## src/rtl/mult_arbiter.sv

```systemverilog
// mult_arbiter: round-robin front end that shares one sequential signed
// multiplier between NREQ requesters.
//
// Each operation runs through these steps:
//   1. Grant the round-robin winner and latch its operands.
//   2. Pulse Mul_start.
//   3. Wait for Mul_busy to rise, then wait for it to fall.
//   4. Capture Mul_prod and return it with a one-cycle Done pulse.
// A multiplier that never raises Busy, or never drops it, is timed out and the
// operation is returned with Err set.
//
// Ports
//   Clk, Rst   clock, synchronous active-high reset
//   Req        per-requester level request
//   Mpd_in     packed multiplicands, requester i at [i*M_BITS +: M_BITS]
//   Mpr_in     packed multipliers,   requester i at [i*N_BITS +: N_BITS]
//   Gnt        one-hot grant, held from operand latch through Done
//   Done       one-cycle completion pulse to the granted requester
//   Err        timeout flag, valid with Done
//   Prod_out   captured product, held after Done
//   Mul_mpd    operand to multiplier
//   Mul_mpr    operand to multiplier
//   Mul_start  start pulse to multiplier
//   Mul_busy   busy from multiplier
//   Mul_prod   product from multiplier
module mult_arbiter #(
  parameter int NREQ    = 4,
  parameter int M_BITS  = 12,
  parameter int N_BITS  = 8,
  parameter int BUSY_TO = 4,
  parameter int DONE_TO = 64
) (
  input  logic                     Clk,
  input  logic                     Rst,
  input  logic [NREQ-1:0]          Req,
  input  logic [NREQ*M_BITS-1:0]   Mpd_in,
  input  logic [NREQ*N_BITS-1:0]   Mpr_in,
  output logic [NREQ-1:0]          Gnt,
  output logic [NREQ-1:0]          Done,
  output logic                     Err,
  output logic [M_BITS+N_BITS-1:0] Prod_out,
  output logic [M_BITS-1:0]        Mul_mpd,
  output logic [N_BITS-1:0]        Mul_mpr,
  output logic                     Mul_start,
  input  logic                     Mul_busy,
  input  logic [M_BITS+N_BITS-1:0] Mul_prod
);

  localparam int P_BITS = M_BITS + N_BITS;
  localparam int PTR_W  = (NREQ > 1) ? $clog2(NREQ) : 1;
  localparam int MAX_TO = (BUSY_TO > DONE_TO) ? BUSY_TO : DONE_TO;
  localparam int CNT_W  = $clog2(MAX_TO) + 1;

  typedef enum logic [2:0] {
    S_IDLE,
    S_START,
    S_WAIT_BUSY,
    S_WAIT_DONE,
    S_DONE
  } state_t;

  state_t             state, state_nxt;
  logic [PTR_W-1:0]   ptr, ptr_nxt;
  logic [CNT_W-1:0]   cnt, cnt_nxt;
  logic [NREQ-1:0]    gnt_nxt, done_nxt;
  logic               err_nxt, start_nxt;
  logic [P_BITS-1:0]  prod_nxt;
  logic [M_BITS-1:0]  mpd_nxt, sel_mpd;
  logic [N_BITS-1:0]  mpr_nxt, sel_mpr;
  logic [PTR_W-1:0]   win, idx;
  logic               found;

  // Round-robin search: start one past the last winner and wrap, so the most
  // recently served requester has the lowest priority.
  always_comb begin
    found = 1'b0;
    win   = ptr;
    idx   = ptr;
    for (int i = 0; i < NREQ; i++) begin
      idx = (idx == PTR_W'(NREQ - 1)) ? '0 : idx + PTR_W'(1);
      if (!found && Req[idx]) begin
        found = 1'b1;
        win   = idx;
      end
    end
  end

  always_comb begin
    sel_mpd = '0;
    sel_mpr = '0;
    for (int i = 0; i < NREQ; i++) begin
      if (win == PTR_W'(i)) begin
        sel_mpd = Mpd_in[i*M_BITS +: M_BITS];
        sel_mpr = Mpr_in[i*N_BITS +: N_BITS];
      end
    end
  end

  // Next-state and next-output logic; every output is registered below.
  always_comb begin
    state_nxt = state;
    ptr_nxt   = ptr;
    cnt_nxt   = cnt;
    gnt_nxt   = Gnt;
    done_nxt  = '0;
    err_nxt   = 1'b0;
    start_nxt = 1'b0;
    prod_nxt  = Prod_out;
    mpd_nxt   = Mul_mpd;
    mpr_nxt   = Mul_mpr;
    unique case (state)
      S_IDLE: begin
        // The multiplier is not reset with us, so it may still be finishing
        // an earlier job; never start on top of it.
        if (found && !Mul_busy) begin
          gnt_nxt   = {{(NREQ-1){1'b0}}, 1'b1} << win;
          mpd_nxt   = sel_mpd;
          mpr_nxt   = sel_mpr;
          ptr_nxt   = win;
          state_nxt = S_START;
        end
      end
      S_START: begin
        start_nxt = 1'b1;
        cnt_nxt   = '0;
        state_nxt = S_WAIT_BUSY;
      end
      S_WAIT_BUSY: begin
        if (Mul_busy) begin
          cnt_nxt   = '0;
          state_nxt = S_WAIT_DONE;
        end else if (cnt == CNT_W'(BUSY_TO)) begin
          err_nxt   = 1'b1;
          done_nxt  = Gnt;
          state_nxt = S_DONE;
        end else begin
          cnt_nxt = cnt + CNT_W'(1);
        end
      end
      S_WAIT_DONE: begin
        if (!Mul_busy) begin
          prod_nxt  = Mul_prod;
          done_nxt  = Gnt;
          state_nxt = S_DONE;
        end else if (cnt == CNT_W'(DONE_TO)) begin
          err_nxt   = 1'b1;
          done_nxt  = Gnt;
          state_nxt = S_DONE;
        end else begin
          cnt_nxt = cnt + CNT_W'(1);
        end
      end
      S_DONE: begin
        // Done and Err are high during this cycle; the grant ends with it.
        gnt_nxt   = '0;
        state_nxt = S_IDLE;
      end
      default: state_nxt = S_IDLE;
    endcase
  end

  always_ff @(posedge Clk) begin
    if (Rst) begin
      state     <= S_IDLE;
      ptr       <= PTR_W'(NREQ - 1);
      cnt       <= '0;
      Gnt       <= '0;
      Done      <= '0;
      Err       <= 1'b0;
      Mul_start <= 1'b0;
      Prod_out  <= '0;
      Mul_mpd   <= '0;
      Mul_mpr   <= '0;
    end else begin
      state     <= state_nxt;
      ptr       <= ptr_nxt;
      cnt       <= cnt_nxt;
      Gnt       <= gnt_nxt;
      Done      <= done_nxt;
      Err       <= err_nxt;
      Mul_start <= start_nxt;
      Prod_out  <= prod_nxt;
      Mul_mpd   <= mpd_nxt;
      Mul_mpr   <= mpr_nxt;
    end
  end

endmodule

```

## config.mk

```make
export PLATFORM = sky130hd
export DESIGN_NAME = mult_arbiter
export DESIGN_NICKNAME = d
export VERILOG_FILES = /design/src/rtl/mult_arbiter.sv
export SDC_FILE = /design/constraint.sdc
export NUM_CORES = 1
export LEC_CHECK = 0
export BUFFER_PORTS_ARGS = -buffer_cell sky130_fd_sc_hd__buf_2
export CORE_ASPECT_RATIO = 1.25
export CORE_UTILIZATION = 51
export DETAILED_ROUTE_END_ITERATION = 16
export PLACE_DENSITY = 0.86
export RECOVER_POWER = 25
export SETUP_SLACK_MARGIN = 0.3
export SLEW_MARGIN = 20
export SYNTH_ARGS = -nofsm -noshare
export SYNTH_HDL_FRONTEND = slang
export SYNTH_SLANG_ARGS = --single-unit
```

## constraint.sdc

```tcl
create_clock -name Clk -period 6.6 [get_ports Clk]
set_input_delay 0 -clock Clk [delete_from_list [all_inputs] [get_ports Clk]]
set_output_delay 0 -clock Clk [all_outputs]
set_load 0.005 [all_outputs]
```

==> results.py <==
metrics = {
    "critical_path": {
        "critPathKind": "flip-flop to flip-flop",
        "worstPathRequired_ns": 6.77,
        "cp-start-kind": "flip-flop",
        "r2r.worst_path.cells": 9,
        "worst_setup_path_end_kind": "flip-flop",
        "arrival_ns": 3.29,
        "critPathMaxFanout": 45,
    },
    "cells_and_area": {
        "num_antenna_cells": 0,
        "final_nets": 665,
        "drive_gt1_share_pct": 32.7,
        "area_growth_pct": 35.4,
        "design_area_um2": 4550,
        "nFillCells": 480,
        "regArea_um2": 1240,
        "multi_input_area_um2": 1970,
    },
    "clock_tree": {
        "cts.htree.levels": 3,
        "clk_path_buf_depth": 2,
        "cts_tree": "done",
        "cts_buffers": 9,
        "cts_root_buffer": "clkbuf_8",
        "ctsResizeCount": 0,
        "clock_sinks": 62,
        "clkSlewWorstSetupHoldPaths_ns": 0.07,
        "post_cts_buffers": 0,
        "clk_latency_ns": 0.34,
    },
    "timing": {
        "slew_headroom_pct": 31.2,
        "rsz0062_at_grt": "no",
        "holdWs_ns": 0.0160,
        "tns_ns": 0,
        "finalHoldViolCount": 0,
        "finalSetupViolCount": 0,
        "finalWorstSetupSlack_ns": 3.48,
        "worst_slew_pin_slew_ns": 1.03,
        "skew_ns": 0.00767,
        "maxSlewViolCount": 0,
        "period_share_pct": 47.3,
        "max_freq_mhz": 320,
        "min_period_ns": 3.12,
    },
    "logic_synthesis": {
        "syn_area_per_cell_um2": 8.50,
        "synth_top_family_by_area": "compound AO/OA/AOI/OAI gates",
        "synth-compound-area-share_pct": 29.1,
        "synth_fa_ha_area_share_pct": 1.12,
        "yosysSeqAreaShare_pct": 37.0,
        "synthMuxAreaShare_pct": 6.90,
        "synth_simple_gate_area_share_pct": 18.8,
        "syn_inst": 395,
        "yosysWarnings": 0,
        "synth_edf_count": 0,
        "synth_common_cells": "nand2_1 (65), dfxtp_1 (62), a21oi_1 (52)",
        "syn-cell-area_um2": 3360,
        "synthArstFlopShare_pct": 0,
        "yosysTopAreaCellShare_pct": 37.0,
        "yosysTopAreaCell": "dfxtp_1",
        "yosysUniqueCellTypes": 51,
        "yosys.area_share.xor_xnor_pct": 1.57,
        "synth_area_leaders": "dfxtp_1 (37%), a21oi_1 (7.8%), nand2_1 (7.3%)",
        "synthMostInstantiatedCell": "nand2_1",
        "synthesis.nets": 505,
        "ys_ff_latch": 62,
        "synth_ff_type": "dfxtp_1",
    },
    "placed_design": {
        "dpl_cell_area_um2": 4150,
        "dp_hpwl_mm": 6.74,
        "pre_cts_ws_ns": 3.51,
        "numPortBuffers": 156,
        "gp_congestion": 0.912,
    },
    "power_and_ir_drop": {
        "p_per_area_nw_per_um2": 244,
        "p_leak_nw": 1.95,
        "power_mw": 1.11,
        "worst_ir_drop_vdd_uv": 155,
    },
    "global_route": {
        "overflow": 0,
        "antenna_found_initial": 0,
        "grt_max_degree": 66,
        "grt_pass1_vias": 3264,
        "grt_first_pass_wirelength_mm": 14.5,
        "grt_usage_pct": 27.4,
    },
    "floorplan": {
        "dieHeight_um": 92.7,
        "initial_core_util_pct": 53.7,
        "core_area_um2": 6250,
        "top_level_ports": 157,
        "std_cell_rows": 32,
        "die_w_um": 74.6,
        "die-area_um2": 6910,
    },
    "detailed_routing": {
        "first_iter_violations": 195,
        "drc": 0,
        "wl_per_cell_um": 15.3,
        "vias": 3603,
        "vias_per_cell": 5.59,
        "ant_nets": 0,
        "first_pass_iters": 4,
        "routed_wl_mm": 9.85,
    },
    "outcome": {
        "outcome": "complete, no violations",
    },
    "job": {
        "maxCapViolCount": 0,
    },
    "worst_hold_path": {
        "hold_path.class": "input pin to flip-flop",
        "whs_path_depth": 3,
    },
}
==> registers in the layout (all words and copies together), names as in the netlist, 2 cells and up <==
register and flops:
ptr 2, Prod_out 20, state 3, Gnt 4, Mul_mpr 8, Mul_mpd 12, Done 4, cnt 7
==> layout make-up <==
| cell class | instances | area share, % |
|---|---|---|
| clock buffer | 10 | 3.03 |
| multi-input combinational | 292 | 43.2 |
| clock inverter | 6 | 1.35 |
| sequential | 62 | 27.3 |
| tap | 85 | 2.34 |
| inverter | 9 | 0.743 |
| timing repair buffer | 181 | 22.0 |
==> where the power goes <==
group / total, mW / switching, mW / internal (mW)
registers: 0.428 / 0.0251 / 0.403
clock network: 0.333 / 0.150 / 0.183
logic: 0.348 / 0.197 / 0.151
total: 1.11 / 0.372 / 0.737
==> logic make-up after synthesis <==
family / count (synthesis)
muxes: 23
DFF: 62
AOI/OAI and AO/OA: 122
buffers and inverters: 41
and+or+nand+nor: 138
xor gates and xnor gates: 6
adders and majority gates: 3
==> cells in the final DEF, fill, tap and decap left out, drive strengths merged, types with 6 or more instances in the layout <==
cell	netlist	routed
buf	13	143
nand2	65	65
dfxtp	62	62
a21oi	52	52
clkbuf	19	27
nor3	23	23
mux2i	22	22
a211o	21	21
dlygate4sd3	0	21
nor2	20	20
a221oi	19	19
inv	9	9
o21ai	7	7
nand2b	6	6
==> critical path, stage by stage (launching register included) <==
cell and delay (ns):
dfxtp_1 0.49, ha_1 0.42, nor2_1 0.30, a21oi_1 0.17
o31ai_4 0.19, buf_4 0.53, o211ai_1 0.26, o41ai_4 0.09
buf_4 0.35, a221oi_1 0.14
==> what timing repair did <==
item	in CTS	in global routing
hold endpoints to repair	21	0
hold buffers	21	0
endpoints found under the setup margin	0	0
==> worst paths after layout <==
path,from,to,slack (ns)
worst max-delay path,ptr[0],Mul_mpr[7],3.48
worst min-delay path,Mpd_in[27],Mul_mpd[3],0.02
worst max register to register,ptr[0],Mul_mpr[7],3.48
worst min register to register,Prod_out[13],Prod_out[13],0.46
==> through the flow <==
step / instances / util, %
after floorplan: 395 / -
after detailed placement: 608 / 66.5
after CTS: 645 / 73.0
final: 645 / 72.8
after global placement: 608 / 66.5
after global routing: 645 / 72.8
==> metal layers <==
metal / wire length (um) / track usage, %
met1: 3710 / 28.6
met2: 5050 / 50.2
met3: 871 / 7.62
met4: 216 / 11.0
met5: 0 / 0
Note: power is estimated with default switching activity, not from simulation.
